$ cat config.mk
export PLATFORM = sky130hd
export DESIGN_NAME = flash_arbiter
export DESIGN_NICKNAME = d
export VERILOG_FILES = /design/src/rtl/flash_arbiter.sv
export SDC_FILE = /design/constraint.sdc
export NUM_CORES = 1
export LEC_CHECK = 0
export CELL_PAD_IN_SITES_DETAIL_PLACEMENT = 0
export CELL_PAD_IN_SITES_GLOBAL_PLACEMENT = 1
export CORE_MARGIN = 2
export CORE_UTILIZATION = 35
export CTS_CLUSTER_SIZE = 10
export DETAILED_ROUTE_END_ITERATION = 7
export PLACE_DENSITY_LB_ADDON = 0.1
export SETUP_SLACK_MARGIN = 0.1
export SYNTH_ARGS = -nofsm -noshare
export SYNTH_HDL_FRONTEND = slang
export SYNTH_SLANG_ARGS = --single-unit
$ cat constraint.sdc
create_clock -name CLK -period 3.7 [get_ports CLK]
set_input_delay 0.925 -clock CLK [delete_from_list [all_inputs] [get_ports CLK]]
set_output_delay 0.925 -clock CLK [all_outputs]
set_load 0.01 [all_outputs]
$ cat src/rtl/flash_arbiter.sv
// flash_arbiter: shares one SPI flash read engine between the icache and dcache miss paths.
// Optional SPI wait watchdog is built in when FLASH_ARB_TIMEOUT_EN is defined.
module flash_arbiter #(
    parameter int          MAX_I_STREAK   = 4,
    parameter logic [19:0] ADDR_LIMIT     = 20'hAFFFF,
    parameter int          TIMEOUT_CYCLES = 256
) (
    input  logic        CLK,
    input  logic        RST_N,
    input  logic        icache_req,
    input  logic [19:0] icache_addr,
    output logic        icache_ready,
    output logic [31:0] icache_data,
    output logic        icache_err,
    input  logic        dcache_req,
    input  logic [19:0] dcache_addr,
    output logic        dcache_ready,
    output logic [31:0] dcache_data,
    output logic        dcache_err,
    output logic        spi_req,
    output logic [19:0] spi_addr,
    input  logic        spi_data_ready,
    input  logic [31:0] spi_data,
    output logic        busy
);

    // state | meaning
    // IDLE  | sample requests, arbitrate, range-check the winner's address
    // ISSUE | load spi_req/spi_addr toward the engine
    // WAIT  | hold spi_req until the engine answers (or the watchdog fires)
    // RESP  | one-cycle ready pulse to the grant owner
    typedef enum logic [1:0] {IDLE, ISSUE, WAIT, RESP} state_t;

    localparam int            SW         = $clog2(MAX_I_STREAK + 1);
    localparam logic [SW-1:0] STREAK_MAX = SW'(MAX_I_STREAK);

    state_t        state, state_nx;
    logic [SW-1:0] streak;
    logic          owner_d;
    logic [19:0]   addr_q;
    logic          pick_d;
    logic [19:0]   sel_addr;
    logic          grant_i, grant_d;
    logic          resp_go, resp_err, resp_owner;
    logic [31:0]   resp_data;
    logic          tmo, hold;

`ifdef FLASH_ARB_TIMEOUT_EN
    localparam int TW = $clog2(TIMEOUT_CYCLES + 1);

    logic [TW-1:0] tmo_cnt;
    logic          hold_q;

    // hold_q keeps IDLE from granting on its first cycle after a timeout,
    // so the engine always observes spi_req low between transactions.
    always_ff @(posedge CLK or negedge RST_N) begin
        if (!RST_N) begin
            tmo_cnt <= '0;
            hold_q  <= 1'b0;
        end else begin
            if (state == ISSUE)
                tmo_cnt <= TW'(TIMEOUT_CYCLES - 1);
            else if (state == WAIT && tmo_cnt != '0)
                tmo_cnt <= tmo_cnt - TW'(1);
            if (tmo)
                hold_q <= 1'b1;
            else if (state == IDLE)
                hold_q <= 1'b0;
        end
    end

    assign tmo  = (state == WAIT) && !spi_data_ready && (tmo_cnt == '0);
    assign hold = hold_q;
`else
    assign tmo  = 1'b0;
    assign hold = 1'b0;
`endif

    assign pick_d   = dcache_req && (!icache_req || streak == STREAK_MAX);
    assign sel_addr = pick_d ? dcache_addr : icache_addr;
    assign busy     = (state != IDLE);

    always_ff @(posedge CLK or negedge RST_N) begin
        if (!RST_N) state <= IDLE;
        else        state <= state_nx;
    end

    always_comb begin
        state_nx   = state;
        grant_i    = 1'b0;
        grant_d    = 1'b0;
        resp_go    = 1'b0;
        resp_err   = 1'b0;
        resp_data  = '0;
        resp_owner = owner_d;
        case (state)
            IDLE: begin
                if (!hold && (icache_req || dcache_req)) begin
                    grant_d = pick_d;
                    grant_i = !pick_d;
                    if (sel_addr > ADDR_LIMIT) begin
                        state_nx   = RESP;
                        resp_go    = 1'b1;
                        resp_err   = 1'b1;
                        resp_owner = pick_d;
                    end else begin
                        state_nx = ISSUE;
                    end
                end
            end
            ISSUE: state_nx = WAIT;
            WAIT: begin
                if (spi_data_ready) begin
                    state_nx  = RESP;
                    resp_go   = 1'b1;
                    resp_data = spi_data;
                end else if (tmo) begin
                    state_nx = RESP;
                    resp_go  = 1'b1;
                    resp_err = 1'b1;
                end
            end
            RESP:    state_nx = IDLE;
            default: state_nx = IDLE;
        endcase
    end

    always_ff @(posedge CLK or negedge RST_N) begin
        if (!RST_N) begin
            streak       <= '0;
            owner_d      <= 1'b0;
            addr_q       <= '0;
            spi_req      <= 1'b0;
            spi_addr     <= '0;
            icache_ready <= 1'b0;
            icache_data  <= '0;
            icache_err   <= 1'b0;
            dcache_ready <= 1'b0;
            dcache_data  <= '0;
            dcache_err   <= 1'b0;
        end else begin
            icache_ready <= 1'b0;
            icache_err   <= 1'b0;
            dcache_ready <= 1'b0;
            dcache_err   <= 1'b0;

            if (grant_i || grant_d) begin
                owner_d <= grant_d;
                addr_q  <= sel_addr;
                if (grant_d || !dcache_req)
                    streak <= '0;
                else if (streak != STREAK_MAX)
                    streak <= streak + SW'(1);
            end

            if (state == ISSUE) begin
                spi_req  <= 1'b1;
                spi_addr <= addr_q;
            end else if (state == WAIT && resp_go) begin
                spi_req <= 1'b0;
            end

            // Response flops load on entry to RESP, so ready is high exactly in RESP.
            if (resp_go) begin
                if (resp_owner) begin
                    dcache_ready <= 1'b1;
                    dcache_data  <= resp_data;
                    dcache_err   <= resp_err;
                end else begin
                    icache_ready <= 1'b1;
                    icache_data  <= resp_data;
                    icache_err   <= resp_err;
                end
            end
        end
    end

endmodule
==> impl_metrics.py <==
metrics = {
    "grt": {
        "groute.usage.overall_pct": 17.5,
        "grt_max_degree": 58,
        "grt_pass1_wl_um": 19100,
        "grt_pass1_vias": 3590,
        "overflow": 0,
        "antenna_found_initial": 0,
    },
    "power_and_ir_drop": {
        "clkPwrFrac_pct": 28.1,
        "p_sw_share_pct": 29.4,
        "peakVddDrop_v": 0.000271,
        "pwr-share-comb_pct": 37.3,
        "p_switching_mw": 1.82,
        "powerDensity_mw_per_mm2": 880,
        "p_seq_share_pct": 34.6,
        "p_int_mw": 4.39,
        "p_leak_nw": 3.18,
    },
    "placement": {
        "place.detailed.hpwl_um": 7790,
        "pre_cts_slack_ns": 0.736,
        "postPlaceCellArea_sq_mm": 0.00642,
        "port_buffers": 166,
        "globalplace.congestion": 0.781,
        "dp_cells": 666,
    },
    "floorplan": {
        "ios": 167,
        "rows": 42,
        "fp.dieW_um": 119,
        "initial_core_util_pct": 35.5,
        "die_area_sq_mm": 0.0142,
        "die_h_um": 119,
        "core-area_sq_mm": 0.0131,
    },
    "setup_path": {
        "arrival_ns": 1.91,
        "critPathKind": "reg2out",
        "critical_path_required_ns": 2.77,
        "endpoint_kind": "primary output",
        "r2r_end": "dcache_data[14]",
        "start_kind": "flip-flop",
        "ff2ff_path_depth": 7,
        "r2r-start": "state[0]",
        "r2r_slack_ns": 1.53,
        "crit_fanout": 10,
    },
    "timing": {
        "rsz0062_at_grt": "no",
        "setup_ws_ns": 0.861,
        "fmax_ghz": 0.352,
        "setup_viol": 0,
        "slew_headroom_pct": 28.4,
        "finalSetupTns_ns": 0,
        "maxSlewViolCount": 0,
        "min_period_over_period_pct": 76.7,
        "finalClockSkew_ns": 0.00552,
        "period_needed_ns": 2.84,
        "hold_viol_final": 0,
        "tightest_slew_ns": 1.07,
    },
    "clocking": {
        "clock_path_buffers": 2,
        "cts_hold_buf": 0,
        "clock-sinks": 115,
        "cts-root-buf": "clkbuf_16",
        "cts_tree": "yes",
        "htree_levels": 4,
        "clock_latency_ns": 0.40,
        "path_clk_slew_ns": 0.05,
        "post_cts_resized": 0,
        "postCtsSetupBuffers": 0,
        "cts_buffers": 17,
    },
    "yosys": {
        "syn_area_sq_mm": 0.00464,
        "synth-seq-area-share_pct": 62.0,
        "async_flop_share_pct": 100,
        "syn-num-nets": 421,
        "synth_cell_types": 34,
        "synth_edf_count": 0,
        "yosys-top-cells-count": "dfrtp_1, a22o_1, nand2_1",
        "synth_area_leaders": "dfrtp_1, a22o_1, mux2_2",
        "synth-seq-cells": 115,
        "synth_most_common_cell": "dfrtp_1",
        "yosysWarnings": 0,
        "synthCells": 339,
        "post-synth-top-area-fraction_pct": 62.0,
        "syn_area_per_cell_sq_um": 13.7,
        "synth_top_area_cell": "dfrtp_1",
        "synth-main-ff-cell": "dfrtp_1",
    },
    "detailed_routing": {
        "via_per_inst": 4.88,
        "drtIter0Drc": 167,
        "ant_nets": 0,
        "routed_wl_um": 11600,
        "drt-pass1-iter-count": 4,
        "post-route-drc-count": 0,
        "vias": 3404,
        "avgRoutedWirePerCell_um": 16.7,
    },
    "run_status": {
        "status": "completed",
    },
    "min_path": {
        "hp-class": "reg2reg",
        "min_from": "addr_q[19]",
        "min_path_cells": 2,
        "whs_endpoint": "addr_q[19]",
    },
    "layout": {
        "nNetsFinal": 591,
        "area_growth_syn_to_layout_pct": 52.2,
        "postLayoutCellArea_sq_mm": 0.00706,
        "num_antenna_cells": 0,
        "nFillCells": 1141,
        "fin_cells": 698,
        "utilization_pct": 54.0,
        "drive_above_1_share_pct": 13.6,
    },
    "job": {
        "max_cap_violations": 0,
    },
}
==> layout by cell type, fill, tap and decap left out <==
cell and n:
clkbuf_1 2, inv_1 7, a21oi_1 1, nand3b_1 1, a31oi_1 1, nor2b_1 2, o21ai_0 22, bufinv_16 4
clkdlybuf4s50_1 165, o211ai_4 1, a32o_1 2, a211oi_4 1, and3_1 2, nor3_4 1, a41oi_4 1, mux2i_1 20
ha_1 5, clkinv_2 3, clkbuf_8 4, o32a_1 1, nor2_1 3, nand2_1 31, buf_12 1, clkbuf_16 17
inv_4 1, a21o_1 3, a21bo_2 1, o31ai_1 1, and3_4 1, o21bai_4 1, a22oi_1 1, nand3_1 2
inv_2 2, mux2_2 21, dfrtp_1 115, o21ai_2 1, a22o_1 64, buf_4 8, clkinvlp_4 2
==> kinds of logic after synthesis <==
family          synth area share, %
simple gates                   4.26
compound gates                 18.4
fa+ha+maj                      1.35
buf+inv                        4.59
mux                            9.41
flops                          62.0
==> worst max-delay path by stage <==
stage / from / end / slack [ns] / cells after the start
after floorplan: dcache_req / dcache_data[12] / 1.51 / 7
after global placement: icache_req / addr_q[2] / 0.77 / 6
after detailed placement: dcache_req / icache_data[25] / 0.74 / 7
after CTS: state[0] / busy / 0.82 / 4
after global routing: state[1] / busy / 0.72 / 4
final: state[0] / busy / 0.86 / 4
==> registers in the layout, indices dropped and copies added (netlist names) <==
signal and cells:
dcache_data 32, icache_data 32, addr_q 20, spi_addr 20
streak 3, state 2, dcache_err 1, dcache_ready 1
icache_err 1, icache_ready 1, owner_d 1, spi_req 1
==> per-stage QoR <==
stage	hold WS [ns]	power (mW)
finish	0.467	6.21
global route	0.493	6.59
CTS	0.474	6.30
detailed placement	0.463	4.51
global placement	0.453	4.47
floorplan	0.433	3.28
==> routing by layer <==
metal  vias to the layer above  global-route usage, %  part of all wire, %
met5                         -                      0                    0
met4                         0                   7.66                  1.6
met3                        15                   5.22                  5.6
met2                       114                   28.2                   48
met1                      1694                   21.8                   45
li1                       1581                      -                    -
==> power by group through the flow <==
stage / Combinational [mW] / Sequential [mW] / Clock (mW)
finish: 2.31 / 2.15 / 1.75
global route: 2.52 / 2.22 / 1.85
CTS: 2.35 / 2.16 / 1.79
detailed placement: 2.34 / 2.17 / 0
global placement: 2.31 / 2.16 / 0
floorplan: 0.968 / 2.32 / 0
==> worst max-delay path, stage by stage, from the launching register on <==
cell and delay (ns):
dfrtp_1 0.39, inv_1 0.09, ha_1 0.37, inv_1 0.14, clkdlybuf4s50_1 0.52
==> layout make-up <==
class	count	area (sq um)	share of cell area, %
multi-input cells	191	1550	22.0
repair buffers	174	1730	24.5
flip-flops and latches	115	2880	40.8
well taps	176	220	3.12
inverters	10	40.0	0.567
clock buffers	23	488	6.91
clock inverters	9	150	2.13
(Power assumes the default switching activity.)
